[src/rtl/fetch_stage.sv]
// Instruction-fetch stage: owns the PC, drives a handshaked instruction-memory
// port, buffers one fetched word for decode, handles redirects and HALT.
module fetch_stage #(
  parameter logic [15:0] RESET_PC = 16'h0000,
  parameter logic [15:0] NOP_WORD = 16'h0800
) (
  input  logic        clk,
  input  logic        rst,
  output logic        imem_req,
  output logic [15:0] imem_addr,
  input  logic [15:0] imem_rdata,
  input  logic        imem_ready,
  input  logic        stall,
  input  logic        redirect_valid,
  input  logic [15:0] redirect_pc,
  output logic [15:0] instr_out,
  output logic [15:0] pc_plus2,
  output logic        instr_valid,
  output logic        halted
);

  // state  | meaning
  // IDLE   | first cycle out of reset, no request
  // FETCH  | request at pc whenever the output buffer is free
  // SQUASH | finish a redirected-away request, discard its data
  // HALT   | HALT accepted, fetch stopped until reset
  typedef enum logic [1:0] {S_IDLE, S_FETCH, S_SQUASH, S_HALT} state_t;

  state_t      state, state_nxt;
  logic [15:0] pc, pc_nxt;
  logic [15:0] req_addr, req_addr_nxt;
  logic        accept, halt_hit, capture, buf_clear;
  logic [15:0] target;

  assign accept    = instr_valid & ~stall;
  assign target    = {redirect_pc[15:1], 1'b0};
  assign imem_addr = req_addr;
  assign halt_hit  = accept & (instr_out[15:11] == 5'd0) & ~redirect_valid &
                     ((state == S_FETCH) | (state == S_SQUASH));

  always_comb begin
    imem_req = 1'b0;
    case (state)
      S_FETCH:  imem_req = ~instr_valid | ~stall;
      S_SQUASH: imem_req = 1'b1;
      default:  imem_req = 1'b0;
    endcase
  end

  always_comb begin
    state_nxt = state;
    pc_nxt    = pc;
    capture   = 1'b0;
    buf_clear = 1'b0;
    case (state)
      S_IDLE: begin
        state_nxt = S_FETCH;
        if (redirect_valid) pc_nxt = target;
      end
      S_FETCH: begin
        if (redirect_valid) begin
          pc_nxt    = target;
          buf_clear = 1'b1;
          state_nxt = (imem_req & ~imem_ready) ? S_SQUASH : S_FETCH;
        end else if (halt_hit) begin
          state_nxt = S_HALT;
          buf_clear = 1'b1;
        end else if (imem_req & imem_ready) begin
          capture = 1'b1;
          pc_nxt  = pc + 16'd2;
        end
      end
      S_SQUASH: begin
        if (redirect_valid) begin
          pc_nxt    = target;
          buf_clear = 1'b1;
          if (imem_ready) state_nxt = S_FETCH;
        end else if (halt_hit) begin
          state_nxt = S_HALT;
          buf_clear = 1'b1;
        end else if (imem_ready) begin
          state_nxt = S_FETCH;
        end
      end
      default: state_nxt = S_HALT;
    endcase
    // While squashing, the old address must stay on the bus until ready
    req_addr_nxt = (state_nxt == S_SQUASH) ? req_addr : pc_nxt;
  end

  always_ff @(posedge clk or negedge rst) begin
    if (!rst) begin
      state       <= S_IDLE;
      pc          <= RESET_PC;
      req_addr    <= RESET_PC;
      instr_out   <= NOP_WORD;
      pc_plus2    <= 16'h0000;
      instr_valid <= 1'b0;
      halted      <= 1'b0;
    end else begin
      state    <= state_nxt;
      pc       <= pc_nxt;
      req_addr <= req_addr_nxt;
      halted   <= (state_nxt == S_HALT);
      if (buf_clear) begin
        instr_valid <= 1'b0;
        instr_out   <= NOP_WORD;
      end else if (capture) begin
        instr_valid <= 1'b1;
        instr_out   <= imem_rdata;
        pc_plus2    <= pc + 16'd2;
      end else if (accept) begin
        instr_valid <= 1'b0;
        instr_out   <= NOP_WORD;
      end
    end
  end

endmodule

[config.mk]
export PLATFORM = sky130hd
export DESIGN_NAME = fetch_stage
export DESIGN_NICKNAME = d
export VERILOG_FILES = /design/src/rtl/fetch_stage.sv
export SDC_FILE = /design/constraint.sdc
export NUM_CORES = 1
export LEC_CHECK = 0
export CORE_MARGIN = 3
export CORE_UTILIZATION = 25
export CTS_CLUSTER_SIZE = 10
export DETAILED_ROUTE_END_ITERATION = 10
export DONT_BUFFER_PORTS = 1
export SYNTH_ARGS = -nofsm -noshare
export SYNTH_HDL_FRONTEND = slang
export SYNTH_SLANG_ARGS = --single-unit
[constraint.sdc]
create_clock -name clk -period 7.9 [get_ports clk]
set_input_delay 1.975 -clock clk [delete_from_list [all_inputs] [get_ports clk]]
set_output_delay 1.975 -clock clk [all_outputs]
set_load 0.02 [all_outputs]
==> reports/qor.yml <==
timing:
  finalSetupViolCount: 0
  min_period_ns: 4.617
  setup_ws_ns: 3.283
  tightest_slew_ns: 1.136
  finClkSkew_ns: 0.008137
  slew_viol_final: 0
  slew_headroom_pct: 24.12
  max_freq_mhz: 216.6
  post-route-period-util_pct: 58.44
  rsz0062_at_grt: "no"
  hold_viol: 0
  fin_setup_tns_ns: 0
worst_setup_path:
  crit_chain: "a21boi_1, o21a_1"
  end_kind: "output pin"
  worst_path_dominant_cell_family: "compound AO/OA/AOI/OAI gates"
  critPathKind: "input pin to output pin"
  worst-path-buf-inv: 0
  critPathLaunchType: "input pin"
  cp_data_required_time_ns: 5.93
  slowest_delay_ns: 0.40
  worstPathArrival_ns: 2.64
  slowest_stage: "o21a_1"
  worst-path-max-fanout: 5
finish:
  fin_nets: 396
  areaGrowthSynthToFinish_pct: 12.60
  design_area_um2: 4136
  drive_above_1_share_pct: 10.58
  final_util_pct: 29.23
  antennaDiodeCount: 0
die:
  die_area_um2: 16180
  floorplan.initialDensity_pct: 25.96
  rows: 43
  die_h_um: 127.2
  die_w_um: 127.2
  ios: 88
  design.core.area_um2: 14150
synth:
  synth_cells: 370
  synth_seq_cells: 68
  synthesis.area_um2: 3674
  synth_edf_count: 0
  synth_ff_type: "dfrtp_1"
  synth_area_leaders: "dfrtp_1, nand2_1, a22o_1"
  synth_top_area_share_pct: 45.64
  syn_nets: 412
  ys_warn_count: 0
  yosys.area.top_type: "dfrtp_1"
  postSynth.asyncResetShare_pct: 100.0
  ys_seq_area_share_pct: 46.36
  ys_types: 61
  syn_avg_cell_area_um2: 9.928
route:
  wirelength_mm: 10.69
  ant_nets: 0
  drt-initial-drc-count: 310
  drc_errors: 0
  num_vias: 2970
  drtPass1Iterations: 5
  routed_via_density: 5.510
  wl_per_cell_um: 19.84
placed_design:
  place_ws_ns: 3.232
  place_congestion: 0.8675
  placed_cell_area_um2: 3772
  place_hpwl_mm: 7.761
  numPortBuffers: 0
worst_hold_path:
  hold_class: "flop to flop"
clock_tree:
  cts_setup_buffers: 0
  htreeDepth: 3
  holdBufCountCts: 0
  cts_sinks: 68
  cts_resized: 0
  cts.path.max_buffers: 2
  cts_made_buffers: 9
  cts_tree: "yes"
  root_buffer: "clkbuf_16"
  clkTransAtPathRegs_ns: 0.05
  clkLatencyLatePin_ns: 0.34
flow_run:
  cap_violations: 0
global_routing:
  gr-max-usage-layer: "met2"
  grt_usage_pct: 13.43
  grt_max_degree: 69
  grt_use_met1_pct: 17.60
  grt_remaining_overflow: 0
  grt_pass1_vias: 2816
  grt_pass1_wl_mm: 16.66
  antenna_found_initial: 1
  use_met3_pct: 6.940
  grt_use_met2_pct: 18.84
outcome:
  status: "finished clean"
power:
  power_mw: 1.972
  power.density_nw_per_um2: 476.7
  peakVddDrop_uv: 166.7
  leakage_nw: 1.722
[layer usage]
| metal | vias to the layer above | share of wire, % |
|---|---|---|
| met4 | 2 | 1.9 |
| met5 | - | 0.065 |
| met1 | 1452 | 43 |
| li1 | 1359 | - |
| met3 | 21 | 12 |
| met2 | 136 | 43 |
[worst paths after layout]
check | start | end | slack (ns) | cells past startpoint
hold reg to reg | pc[15]$_DFF_PN0_ | pc[15]$_DFF_PN0_ | 0.52 | 2
setup reg to reg | state[0]$_DFF_PN0_ | instr_out[15]$_DFFE_PN0P_ | 4.37 | 7
min in group asynchronous | rst | imem_addr[3]$_DFFE_PN0P_ | 1.32 | 0
setup / recovery | stall | imem_req | 3.28 | 2
hold / removal | pc[15]$_DFF_PN0_ | pc[15]$_DFF_PN0_ | 0.52 | 2
max in group asynchronous | rst | instr_out[11]$_DFFE_PN1P_ | 6.37 | 0
[worst min-delay path, cell delays in order, from the launching register on]
cell     delay, ns
dfrtp_1       0.33
nand2_1       0.07
nand3_1       0.08
[where the power goes]
group          switching [mW]  total [mW]  internal [mW]
clock                   0.155       0.494          0.339
combinational           0.426       0.698          0.272
sequential              0.282       0.780          0.498
total                   0.863        1.97           1.11
[layout by cell type, fill, tap and decap left out, types with 2 or more instances in the layout]
| cell | instances |
|---|---|
| nand4_1 | 3 |
| a22oi_1 | 6 |
| o21a_1 | 5 |
| o2111ai_1 | 6 |
| a211oi_2 | 2 |
| o31ai_1 | 2 |
| ha_1 | 5 |
| a2111oi_0 | 6 |
| o211ai_1 | 3 |
| and3_1 | 3 |
| a22o_1 | 15 |
| nand2_1 | 43 |
| and4_1 | 2 |
| nor2_1 | 22 |
| nand2b_1 | 10 |
| o31a_1 | 2 |
| bufinv_16 | 4 |
| o221ai_1 | 10 |
| a31oi_1 | 7 |
| xor2_1 | 2 |
| a21oi_1 | 8 |
| a211oi_1 | 3 |
| xnor2_1 | 6 |
| mux2_2 | 6 |
| inv_1 | 11 |
| clkinv_2 | 2 |
| nand3_1 | 15 |
| or3_1 | 6 |
| clkbuf_16 | 9 |
| nor3_1 | 10 |
| dfrtp_1 | 67 |
| a211o_1 | 3 |
| a41oi_1 | 4 |
| o21bai_1 | 2 |
| o21ai_0 | 21 |
| mux2_4 | 4 |
[through the flow]
| step | hold slack (ns) | std cells |
|---|---|---|
| finish | 0.5194 | 539 |
| global route | 0.5438 | 539 |
| CTS | 0.5228 | 539 |
| detailed placement | 0.5097 | 523 |
| global placement | 0.5070 | 523 |
| floorplan | 0.4392 | 370 |
[synthesized netlist by cell type (all sizes together) (7+ instances only)]
| cell type | n |
|---|---|
| mux2 | 10 |
| a22o | 15 |
| clkbuf | 15 |
| o221ai | 10 |
| nand2 | 43 |
| a21oi | 8 |
| buf | 12 |
| inv | 11 |
| a31oi | 7 |
| nor3 | 11 |
| o21ai | 22 |
| nor2 | 22 |
| nand2b | 10 |
| nand3 | 16 |
| dfrtp | 67 |
[registers in the layout, indices dropped and copies added (netlist names)]
name         flops
halted           1
imem_addr       16
instr_out       16
instr_valid      1
pc              16
pc_plus2        16
state            2
[cell type report]
type / instances / area (um2)
clock buffer: 9 / 225.2
clock inverter: 7 / 138.9
fill: 1463 / 10010
inverter: 11 / 41.29
multi-input combinational: 264 / 1803
sequential: 68 / 1703
tap: 180 / 225.2
[logic make-up (layout without fill, tap and decap cells)]
| group | Yosys count | after routing | synth area share (%) |
|---|---|---|---|
| AOI/OAI and AO/OA | 118 | 118 | 25.14 |
| xor gates and xnor gates | 8 | 8 | 1.907 |
| adders and majority gates | 5 | 5 | 1.703 |
| buffers and inverters | 38 | 27 | 4.734 |
| DFF | 68 | 68 | 46.36 |
| muxes | 10 | 10 | 3.474 |
| and+or+nand+nor | 123 | 123 | 16.69 |
(Power assumes the default switching activity.)
